File: src/rtl/streaming_dwc_up.sv
// streaming_dwc_up: packs R narrow input beats into one wide output word.
// Beats are packed LSB-first; out data/valid are registered.
module streaming_dwc_up #(
    parameter int IN_WIDTH  = 8,
    parameter int OUT_WIDTH = 32
) (
    input  logic                 ap_clk,
    input  logic                 ap_rst,
    input  logic [IN_WIDTH-1:0]  in0_V_V_TDATA,
    input  logic                 in0_V_V_TVALID,
    output logic                 in0_V_V_TREADY,
    output logic [OUT_WIDTH-1:0] out_V_V_TDATA,
    output logic                 out_V_V_TVALID,
    input  logic                 out_V_V_TREADY,
    output logic [7:0]           fill
);

    localparam int R  = OUT_WIDTH / IN_WIDTH;
    localparam int CW = (R > 2) ? $clog2(R) : 1;
    localparam logic [CW-1:0] LAST = CW'(R - 1);

    if ((OUT_WIDTH % IN_WIDTH) != 0 || (OUT_WIDTH / IN_WIDTH) < 2) begin : g_bad_ratio
        $error("OUT_WIDTH must be an integer multiple (>=2) of IN_WIDTH");
    end

    logic [R-2:0][IN_WIDTH-1:0] slots;
    logic [CW-1:0]              cnt;
    logic [OUT_WIDTH-1:0]       out_data;
    logic                       out_valid;
    logic                       accept;
    logic                       consume;
    logic                       last_beat;

    // The final beat of a word may only enter once the output register can take it.
    always_comb begin
        in0_V_V_TREADY = !ap_rst && (cnt != LAST || !out_valid || out_V_V_TREADY);
        accept         = in0_V_V_TVALID && in0_V_V_TREADY;
        consume        = out_valid && out_V_V_TREADY;
        last_beat      = accept && (cnt == LAST);
    end

    // Zero-extend the beat counter onto the fill port.
    always_comb begin
        fill         = '0;
        fill[CW-1:0] = cnt;
    end

    // Partial beats land in the slot addressed by the current count.
    always_ff @(posedge ap_clk) begin
        if (ap_rst) begin
            slots <= '0;
        end else if (accept && !last_beat) begin
            for (int i = 0; i < R - 1; i++) begin
                if (cnt == CW'(i)) begin
                    slots[i] <= in0_V_V_TDATA;
                end
            end
        end
    end

    // Beat counter and output register; a reload wins over a consume.
    always_ff @(posedge ap_clk) begin
        if (ap_rst) begin
            cnt       <= '0;
            out_data  <= '0;
            out_valid <= 1'b0;
        end else if (last_beat) begin
            cnt       <= '0;
            out_data  <= {in0_V_V_TDATA, slots};
            out_valid <= 1'b1;
        end else begin
            if (consume) begin
                out_valid <= 1'b0;
            end
            if (accept) begin
                cnt <= cnt + CW'(1);
            end
        end
    end

    assign out_V_V_TDATA  = out_data;
    assign out_V_V_TVALID = out_valid;

endmodule
File: config.mk
export PLATFORM = sky130hd
export DESIGN_NAME = streaming_dwc_up
export DESIGN_NICKNAME = d
export VERILOG_FILES = /design/src/rtl/streaming_dwc_up.sv
export SDC_FILE = /design/constraint.sdc
export NUM_CORES = 1
export LEC_CHECK = 0
export ABC_CLOCK_PERIOD_IN_PS = 4300
export BUFFER_PORTS_ARGS = -buffer_cell sky130_fd_sc_hd__buf_4
export CAP_MARGIN = 20
export CELL_PAD_IN_SITES_DETAIL_PLACEMENT = 0
export CELL_PAD_IN_SITES_GLOBAL_PLACEMENT = 2
export CORE_MARGIN = 5
export CORE_UTILIZATION = 36
export CTS_CLUSTER_DIAMETER = 40
export DETAILED_ROUTE_END_ITERATION = 8
export GPL_ROUTABILITY_DRIVEN = 0
export HOLD_SLACK_MARGIN = 0.06
export PLACE_DENSITY = 0.86
export RECOVER_POWER = 25
export SYNTH_ARGS = -nofsm -noshare
export SYNTH_HDL_FRONTEND = slang
export SYNTH_SLANG_ARGS = --single-unit
File: constraint.sdc
create_clock -name ap_clk -period 4.3 [get_ports ap_clk]
set_clock_uncertainty 0.15 [all_clocks]
set_input_delay 0.43 -clock ap_clk [delete_from_list [all_inputs] [get_ports ap_clk]]
set_output_delay 0.43 -clock ap_clk [all_outputs]
set_load 0.02 [all_outputs]
Yosys cells after proc, flatten, opt, wreduce, memory -nomap -nowiden
Index checks and enable logic that the tools add are counted.
Widths: inputs -> output; s select.

cells by class
  equality and inequality tests = 4
  reductions and logical operators = 16
  muxes and demuxes = 2
  $add $sub $neg = 1

operators by type and width
  cell                 number
  $reduce_and 2->1     3
  $logic_and 1x1->1    5
  $eq 2x2->1 const B   2
  $logic_not 1->1      3
  $add 2x1->2 const B  1
  $eq 2x1->1 const B   1
  $logic_not 2->1      1
  $logic_or 1x1->1     2
  $mux 1               2
  $ne 2x2->1 const B   1
  $reduce_bool 2->1    1
  $reduce_or 2->1      1

word-level totals
  logic and storage cells = 29
  output and inout port bits = 42
  input port bits = 12
  flip-flop bits (word level) = 59

Longest topological paths before layout
Gate-level depths: netlist of run 1.

  depth after elaboration = 9
  depth in mapped cells = 7
  mapped depth without buffers = 5

Worst setup path before layout of run 1
No wires, ideal clock.

  path type = flip-flop to output port
  start = reg cnt[0]
  end = out in0_V_V_TREADY
  arrival time = 1,157 ps
  buffers on the path = 0
  required time = 3,720 ps
  setup slack = 2,563 ps
  stages on the path, launching flop included = 4
  path through = dfxtp_1 > ha_1 > and3b_1 > nor2_1

between the ends
  longest elaborated chain between the ends = 4

RTL lines
  what                           RTL line  source
  from (decl)                    27        logic [CW-1:0] cnt;
  from (signal assigned)         76        cnt <= cnt + CW'(1);
  $ne 2x2->1                     36        in0_V_V_TREADY = !ap_rst && (cnt != LAST || !out_valid || out_V_V_TREADY);
  $logic_or 1x1->1 (2 in a row)  36
  $logic_and 1x1->1              36
  to (decl)                      11        output logic in0_V_V_TREADY,

No other way between the ends.

Worst setup path after layout of run 1
  start = reg cnt[0]
  end = reg out_data[20], in the netlist out_V_V_TDATA[20]

between the ends
  longest elaborated chain between the ends = 6
  elaborated cells on any way between the ends = 7
  those cells by class = 2 x eq/ne; 5 x reduce/logical

RTL lines
  what                           RTL line  source
  $ne 2x2->1                     36
  $logic_or 1x1->1 (2 in a row)  36
  $logic_and 1x1->1              36
  $logic_and 1x1->1              37        accept = in0_V_V_TVALID && in0_V_V_TREADY;
  $logic_and 1x1->1 *            39        last_beat = accept && (cnt == LAST);
  to (signal assigned)           69        out_data <= {in0_V_V_TDATA, slots};
  to (decl)                      28        logic [OUT_WIDTH-1:0] out_data;

Mark *: on every way between the ends. The rest lies on a longest branch, timed or not.
A chain may end at the register's enable or synchronous reset.

==> results of run 1 <==
==> cell type report <==
type | instances | area (sq um)
Multi-Input combinational cell | 171 | 1219
Inverter | 3 | 11.26
Clock buffer | 15 | 176.4
Clock inverter | 1 | 30.03
Timing Repair Buffer | 47 | 270.3
Fill cell | 766 | 4125
Tap cell | 99 | 123.9
Sequential cell | 59 | 1181
==> logic make-up after synthesis <==
logic type,Yosys count,synth area share [%]
compound gates,28,8.950
other cells,1,0.1450
flops,59,45.67
mux,32,12.39
buf+inv,26,8.128
fa+ha+maj,4,1.935
simple gates,101,22.79
==> power by group through the flow <==
stage	clock, mW	sequential (mW)	combinational, mW
after floorplan	0	0.581	0.0656
after global placement	0	0.578	0.0862
after detailed placement	0	0.578	0.0864
after CTS	0.539	0.566	0.0865
after global routing	0.571	0.568	0.0933
final	0.525	0.566	0.0844
==> per-layer routing <==
metal,vias to the layer above,share of wire [%]
met4,0,0.91
met5,-,0
met3,2,5.2
met1,755,50
met2,40,44
li1,894,-
==> critical path, stage by stage, from the launching register on <==
cell,delay (ns)
dfxtp_1,0.43
ha_1,0.29
nand2_1,0.13
nor2b_4,0.76
mux2i_1,0.29
==> per-stage QoR <==
| step | hold slack, ns | setup WS [ns] | instances | util [%] |
|---|---|---|---|---|
| floorplan | 0.3236 | 2.563 | 256 | - |
| global placement | 0.3133 | 2.179 | 379 | 40.46 |
| detailed placement | 0.3149 | 2.126 | 379 | 40.46 |
| CTS | 0.1856 | 2.106 | 395 | 43.36 |
| global route | 0.1803 | 1.939 | 395 | 42.20 |
| finish | 0.1989 | 2.152 | 395 | 42.20 |
==> cells in the mapped netlist (2+ instances only) <==
cell,count,area share (%)
and4bb_1,3,1.5
o21ai_2,24,8.1
a21oi_1,2,0.39
clkbuf_1,6,0.87
mux2i_1,32,12
buf_6,7,3.0
nand2_1,27,3.9
buf_12,2,1.5
buf_4,7,2.0
inv_1,3,0.44
nand2b_1,64,15
nor2_1,2,0.29
dfxtp_1,59,46
ha_1,4,1.9
==> sequential cells by signal, indices dropped and copies added (netlist names) <==
| name | count |
|---|---|
| out_V_V_TDATA | 32 |
| slots | 24 |
| cnt | 2 |
| out_V_V_TVALID | 1 |
==> worst paths after layout <==
path	to	slack (ns)
max	out_V_V_TDATA[20]$_SDFFE_PP0P_	2.15
min	slots[8]$_SDFFE_PP0P_	0.20
max reg2reg	out_V_V_TDATA[20]$_SDFFE_PP0P_	2.15
min reg2reg	out_V_V_TDATA[12]$_SDFFE_PP0P_	0.32
==> impl_metrics.tcl, run 1 <==
set metrics [dict create \
    layout_commonest_cell "nand2b_1" \
    io_pins 54 \
    via_per_inst 4.281 \
    rsz0062_at_grt "false" \
    drt_pass1_iterations 4 \
    dr.first_iter.drc_count 66 \
    crit_path_start "cnt[0]$_SDFFE_PP0N_" \
    powerDensity_nw_per_um2 390.4 \
    insertion_delay_ns 0.32 \
    crit_type "flop to flop" \
    num_rows 31 \
    dp_hpwl_mm 3.405 \
    postCtsResizedCells 0 \
    nNetsFinal 307 \
    r2r-start "cnt[0]$_SDFFE_PP0N_" \
    post_cts_buffers 0 \
    ys.warnings.count 0 \
    cts_tree "done" \
    route.vias.total 1691 \
    max_freq_mhz 465.5 \
    netlist-cell-type-count 23 \
    hold_violations 0 \
    p_clk_share_pct 44.7 \
    use_met3_pct 5.179 \
    coreArea_sq_um 7137 \
    pwr-share-comb_pct 7.2 \
    track_usage_pct 12.59 \
    syn-instance-count 251 \
    cts_buffers 9 \
    grt_antenna_before_repair 0 \
    grt.busiest_layer "met2" \
    grt_pass1_wl_mm 8.397 \
    postPlaceCellArea_sq_um 2888 \
    ir_worst_vdd_mv 0.1573 \
    grt_overflow 0 \
    avgSynthCellArea_sq_um 10.30 \
    ys.flop_type "dfxtp_1" \
    fin_setup_tns_ns 0 \
    final_area_sq_um 3012 \
    drc_errors 0 \
    worstSetupStartpointType "flop" \
    min_path_cells 3 \
    cts-root-buf "clkbuf_8" \
    run_status "finished, final reports clean" \
    diodes 0 \
    path_max_fanout 26 \
    first_global_vias 1630 \
    finalCriticalPeriod_ns 2.148 \
    layout_common_cells "64 x nand2b_1, 59 x dfxtp_1, 32 x mux2i_1" \
    htreeDepth 3 \
    hold_class "input port to flop" \
    met1_usage_pct 16.43 \
    syn_to_final_growth_pct 16.45 \
    timing.final.crit_share_pct 49.96 \
    fp.dieW_um 94.76 \
    cp-end-kind "flop" \
    netSwitchingFraction_pct 22.38 \
    relSlewSlack_pct 36.36 \
    synth-edff-count 0 \
    drv_slew 0 \
    post_route_cells_drive_above_1_share_pct 21.62 \
    use_met2_pct 18.20 \
    wl_per_cell_um 13.12 \
    internal_power_mw 0.9127 \
    setup_viol 0 \
    portBuffers 47 \
    yosysSeqAreaShare_pct 45.67 \
    cap_violations 0 \
    start_util_pct 36.24 \
    yosys_register_bits 59 \
    hold_start "in0_V_V_TDATA[0]" \
    seqPwrFrac_pct 48.2 \
    p_sw_mw 0.2631 \
    die_y_um 94.76 \
    arrival_ns 2.25 \
    ctsHoldBuffers 0 \
    ant_nets 0 \
    routed_wl_mm 5.182 \
    power.total_mw 1.176 \
    grt_max_degree 72 \
    ctsLongestPathBuffers 2 \
    crit_required_ns 4.40 \
    max_slew.worst_pin.slew_ns 0.9526 \
    syn_area_sq_um 2586 \
    synth-async-reset-ratio_pct 0 \
    reg2reg_depth 4 \
    die_area_sq_um 8979 \
    path_clk_slew_ns 0.06 \
    cts_sinks 59 \
    leakagePower_nw 1.168 \
]
Note: power is estimated with default switching activity, not from simulation.
==> run 2, diff against run 1 <==
- ABC_AREA: default -> 1
- ABC_CLOCK_PERIOD_IN_PS: 4300 -> 1990
- CORE_UTILIZATION: 36 -> 28
- PLACE_DENSITY: 0.86 -> 0.81
- clock period: 4.3 -> 1.99 ns (I/O delays scaled with it)
==> impl_metrics.tcl, run 2 <==
set metrics [dict create \
    crit_type "input port to flop" \
    finalCoreUtilization_pct 36.50 \
    routed_wl_mm 6.022 \
    path_clk_slew_ns 0.06 \
    synthTopCellsByArea "dfxtp_1 47%, nand2_1 17%, nor2_1 17%, inv_1 9.3%, buf_2 2.0%" \
    track_usage_pct 11.81 \
    yosysMostFrequentCell "nand2_1" \
    portBuffers 47 \
    powerDensity_nw_per_um2 774.0 \
    yosysTopAreaCellShare_pct 46.97 \
    n_fill_cell 969 \
    hold_violations 0 \
    cts_sinks 59 \
    netlist-cell-type-count 15 \
    hold_class "input port to flop" \
    cts_tree "done" \
    finalCriticalPeriod_ns 1.828 \
    synth-async-reset-ratio_pct 0 \
    cts_buffers 9 \
    place_ws_ns 0.3803 \
    grt_pass1_wl_mm 10.61 \
    cpPeakStageDelay_ns 0.55 \
    grt_overflow 0 \
    path_max_fanout 9 \
    first_global_vias 2203 \
    worstSetupStartpointType "input port" \
    drv_slew 0 \
    grt_max_degree 65 \
    syn_area_sq_um 2515 \
    ir_worst_vdd_mv 0.2668 \
    nNetsFinal 463 \
    post_cts_buffers 0 \
    yosys_register_bits 59 \
    start_util_pct 28.84 \
    die_y_um 104.8 \
    dr.first_iter.drc_count 124 \
    layout_common_cells "116 x nand2_1, 112 x nor2_1, 62 x inv_1" \
    max_freq_mhz 547.2 \
    insertion_delay_ns 0.33 \
    crit_required_ns 2.11 \
    fp.dieW_um 104.8 \
    yosysTopAreaCell "dfxtp_1" \
    io_pins 54 \
    ant_nets 0 \
    via_per_inst 3.986 \
    synth_commonest_cells "116 x nand2_1, 112 x nor2_1, 62 x inv_1, 59 x dfxtp_1, 10 x buf_2" \
    cp-end-kind "flop" \
    num_rows 34 \
    drc_errors 0 \
    cpMostUsedCell "dlygate4sd3_1" \
    crit_slowest_cell "dlygate4sd3_1" \
    coreArea_sq_um 8721 \
    ys.flop_type "dfxtp_1" \
    leakagePower_nw 1.773 \
    post_route_cells_drive_above_1_share_pct 10.20 \
    syn_to_final_growth_pct 26.57 \
    worst_slack_ns 0.1624 \
    yosysSeqAreaShare_pct 46.97 \
    ys.warnings.count 0 \
    ctsLongestPathBuffers 2 \
    cts-root-buf "clkbuf_8" \
    cp.buffers_inverters 4 \
    drt_pass1_iterations 4 \
    grt_antenna_before_repair 0 \
    synth-edff-count 0 \
    final_cells 559 \
    setup_viol 0 \
    die_area_sq_um 10980 \
    timing.final.crit_share_pct 91.84 \
    fin_setup_tns_ns 0 \
    htreeDepth 3 \
    wl_per_cell_um 10.77 \
    largest_reg_flops 32 \
    arrival_ns 1.95 \
    cp_cell_sequence "dlygate4sd3_1 > buf_4 > inv_2 > nand4_1 > a21oi_1 > dlygate4sd3_1" \
    route.vias.total 2228 \
    postCtsResizedCells 0 \
    dp.cells 533 \
    diodes 0 \
    syn-instance-count 389 \
    multi_input_area_sq_um 998.5 \
    layout_commonest_cell "nand2_1" \
    run_status "finished, final reports clean" \
    avgSynthCellArea_sq_um 6.465 \
    crit_family "buffers and inverters" \
    ff_latch_area_sq_um 1181 \
    dp_hpwl_mm 3.754 \
    rsz0062_at_grt "false" \
    cap_violations 0 \
]
-- run 2: repair_timing --
| action | 4_1_cts | 5_1_grt |
|---|---|---|
| endpoints found under the setup margin | 0 | 0 |
| endpoints found under the hold margin | 34 | 0 |
| hold buffers | 11 | 0 |
-- run 2: final cells by class --
cell class | instances | area share [%]
Timing Repair Buffer | 64 | 13.64
Inverter | 63 | 7.429
Clock buffer | 14 | 6.053
Multi-Input combinational cell | 250 | 31.37
Clock inverter | 1 | 0.1572
Tap cell | 108 | 4.245
Sequential cell | 59 | 37.11
-- run 2: path summary, 6_finish.rpt --
check                             start                       endpoint  slack, ns  cells after the start
setup / recovery                 ap_rst    out_V_V_TVALID$_SDFFE_PP0P_       0.16                      6
setup reg to reg    cnt[1]$_SDFFE_PP0N_    out_V_V_TVALID$_SDFFE_PP0P_       0.17                      4
hold reg to reg   slots[0]$_SDFFE_PP0P_  out_V_V_TDATA[0]$_SDFFE_PP0P_       0.33                      2
hold / removal           out_V_V_TREADY            cnt[0]$_SDFFE_PP0N_       0.18                      6
-- run 2: layer usage --
metal,GRT usage (%),up-vias,wire [um]
met5,0,-,0
met4,5.753,0,130
met3,3.144,10,403
met2,18.26,51,2569
met1,15.22,946,2919
li1,-,1221,-
-- run 2: report_power, final --
group / switching, mW / internal [mW] / total [mW]
clock: 0.460 / 0.614 / 1.07
sequential: 0.0137 / 1.21 / 1.22
combinational: 0.106 / 0.0640 / 0.171
-- run 2: cells by family (layout without fill, tap and decap cells) --
logic type	Yosys count	after routing	share of synthesized area, %
other	1	6	0.1491
adders and majority gates	4	4	1.990
DFF	59	59	46.97
AOI/OAI and AO/OA	4	4	0.8955
buffers and inverters	85	142	14.08
and+or+nand+nor	236	236	35.92
-- run 2: tightest hold or removal path: stages --
cell and delay, ns:
buf_4 0.08, inv_1 0.04, nand3_1 0.11, nand4_1 0.09
nand2_1 0.07, nor2_1 0.03
-- run 2: per-stage QoR --
step | hold slack, ns | total power [mW] | instance area (sq um)
after floorplan | 0.1181 | 1.346 | 2534
after global placement | 0.2546 | 1.403 | 2962
after detailed placement | 0.2479 | 1.404 | 2962
after CTS | 0.1714 | 2.511 | 3269
after global routing | 0.2170 | 2.585 | 3183
final | 0.1802 | 2.464 | 3183
==> run 3, diff against run 2 <==
- ABC_CLOCK_PERIOD_IN_PS: 1990 -> 2100
- CORE_ASPECT_RATIO: default -> 1.4
- CORE_MARGIN: 5 -> default
- clock period: 1.99 -> 2.1 ns (I/O delays scaled with it)
==> impl_metrics.tcl, run 3 (synthesis gave the netlist of run 2 again) <==
set metrics [dict create \
    run_status "finished, final reports clean" \
    grt_pass1_wl_mm 9.701 \
    hold_end "cnt[0]$_SDFFE_PP0N_" \
    timing.final.crit_share_pct 94.08 \
    nNetsFinal 464 \
    cp.buffers_inverters 5 \
    hold_class "input port to flop" \
    drv_slew 0 \
    powerDensity_nw_per_um2 816.3 \
    dr.first_iter.drc_count 111 \
    finalCriticalPeriod_ns 1.976 \
    arrival_ns 2.08 \
    cts_sinks 59 \
    diodes 0 \
    power.total_mw 2.659 \
    first_global_vias 2054 \
    ant_nets 0 \
    fp.dieW_um 82.10 \
    layout_common_cells "116 x nand2_1, 112 x nor2_1, 62 x inv_1" \
    via_per_inst 3.937 \
    cpMostUsedCell "dlygate4sd3_1" \
    route.vias.total 2197 \
    grt_antenna_before_repair 0 \
    coreArea_sq_um 8658 \
    post_route_cells_drive_above_1_share_pct 9.934 \
    largest_reg_flops 32 \
    met3_length_um 183 \
    hold_violations 0 \
    drt_pass1_iterations 4 \
    reg2reg_slack_ns 0.20 \
    dp_hpwl_mm 3.734 \
    insertion_delay_ns 0.32 \
    wl_per_cell_um 10.53 \
    setup_viol 0 \
    fin_setup_tns_ns 0 \
    io_pins 54 \
    path_clk_slew_ns 0.05 \
    rsz0062_at_grt "false" \
    leakagePower_nw 1.805 \
    crit_family "buffers and inverters" \
    cpPeakStageDelay_ns 0.57 \
    cap_violations 0 \
    ir_worst_vdd_mv 0.4416 \
    crit_required_ns 2.21 \
    reg2reg_depth 5 \
    portBuffers 47 \
    cts-root-buf "clkbuf_16" \
    r2r-start "cnt[0]$_SDFFE_PP0N_" \
    start_util_pct 29.05 \
    syn_to_final_growth_pct 29.50 \
    cts_tree "done" \
    place_ws_ns 0.4776 \
    cts_buffers 9 \
    max_freq_mhz 506.2 \
    layout_commonest_cell "nand2_1" \
    hold_start "out_V_V_TREADY" \
    grt_overflow 0 \
    htreeDepth 3 \
    cp-end-kind "flop" \
    worstReg2RegEnd "out_V_V_TVALID$_SDFFE_PP0P_" \
    grt_max_degree 46 \
    cp_cell_sequence "dlygate4sd3_1 > buf_4 > inv_4 > nand4_1 > buf_6 > a21oi_1 > dlygate4sd3_1" \
    crit_slowest_cell "dlygate4sd3_1" \
    ctsLongestPathBuffers 2 \
    path_max_fanout 21 \
    min_path_cells 6 \
    drc_errors 0 \
    post_cts_buffers 0 \
    die_y_um 114.1 \
    routed-wl-met2_mm 2.697 \
    routed_wl_mm 5.875 \
    die_area_sq_um 9370 \
    worstSetupStartpointType "input port" \
    wl_met1_mm 2.851 \
    routed.top_layer "met4" \
    num_rows 40 \
    track_usage_pct 14.25 \
    crit_type "input port to flop" \
    worst_slack_ns 0.1243 \
]
==> run 3: changes by cell type in the layout (fill, tap and decap cells not counted), sizes merged <==
cell / before / now
buf: 30 / 31
clkinv: 1 / 2
==> run 3: what timing repair did <==
action / in CTS / in global routing
setup endpoints to repair: 0 / 1
hold endpoints to repair: 34 / 0
hold buffers: 11 / 0
gates resized for setup: 0 / 3
==> run 3: how the worst max path moves through the flow <==
stage                     cells past startpoint  slack (ns)                 from                              to
after floorplan                               7        0.51  cnt[0]$_SDFFE_PP0N_           slots[5]$_SDFFE_PP0P_
after global placement                        6        0.52  cnt[0]$_SDFFE_PP0N_  out_V_V_TDATA[13]$_SDFFE_PP0P_
after detailed placement                      6        0.48  cnt[0]$_SDFFE_PP0N_  out_V_V_TDATA[24]$_SDFFE_PP0P_
after CTS                                     7        0.02               ap_rst     out_V_V_TVALID$_SDFFE_PP0P_
after global routing                          7        0.06               ap_rst     out_V_V_TVALID$_SDFFE_PP0P_
final                                         7        0.12               ap_rst     out_V_V_TVALID$_SDFFE_PP0P_
==> run 3: layout make-up <==
cell class | instances | area (sq um)
Inverter | 63 | 239.0
Sequential cell | 59 | 1181
Clock buffer | 14 | 264.0
Tap cell | 105 | 131.4
Multi-Input combinational cell | 250 | 998.5
Fill cell | 983 | 5401
Clock inverter | 2 | 10.01
Timing Repair Buffer | 65 | 432.9
==> run 3: layer usage <==
metal  global-route usage (%)  up-vias
met5                        0        -
met4                    9.825        0
met3                    2.550        9
li1                         -     1225
met2                    22.37       37
met1                    17.31      926
==> run 3: per-stage QoR <==
step	hold slack [ns]	util (%)	area (sq um)	cells
floorplan	0.1291	-	2534	394
global placement	0.2522	34.10	2953	531
detailed placement	0.2527	34.10	2953	531
CTS	0.1978	38.54	3337	558
global route	0.2576	37.62	3257	558
finish	0.2193	37.62	3257	558
==> run 3: where the power goes <==
part / total (mW) / internal [mW] / switching [mW]
combinational: 0.161 / 0.0611 / 0.100
clock: 1.34 / 0.858 / 0.480
sequential: 1.16 / 1.15 / 0.0138
==> run 3: worst reg2reg max path: cells and delay by family (launching register included) <==
| kind | cells | cell delay [ns] |
|---|---|---|
| AO/OA/AOI/OAI | 1 | 0.12 |
| adder cells (fa/ha/maj) | 1 | 0.25 |
| buffers and inverters | 2 | 0.77 |
| flip-flops | 1 | 0.40 |
| AND/OR/NAND/NOR | 1 | 0.15 |
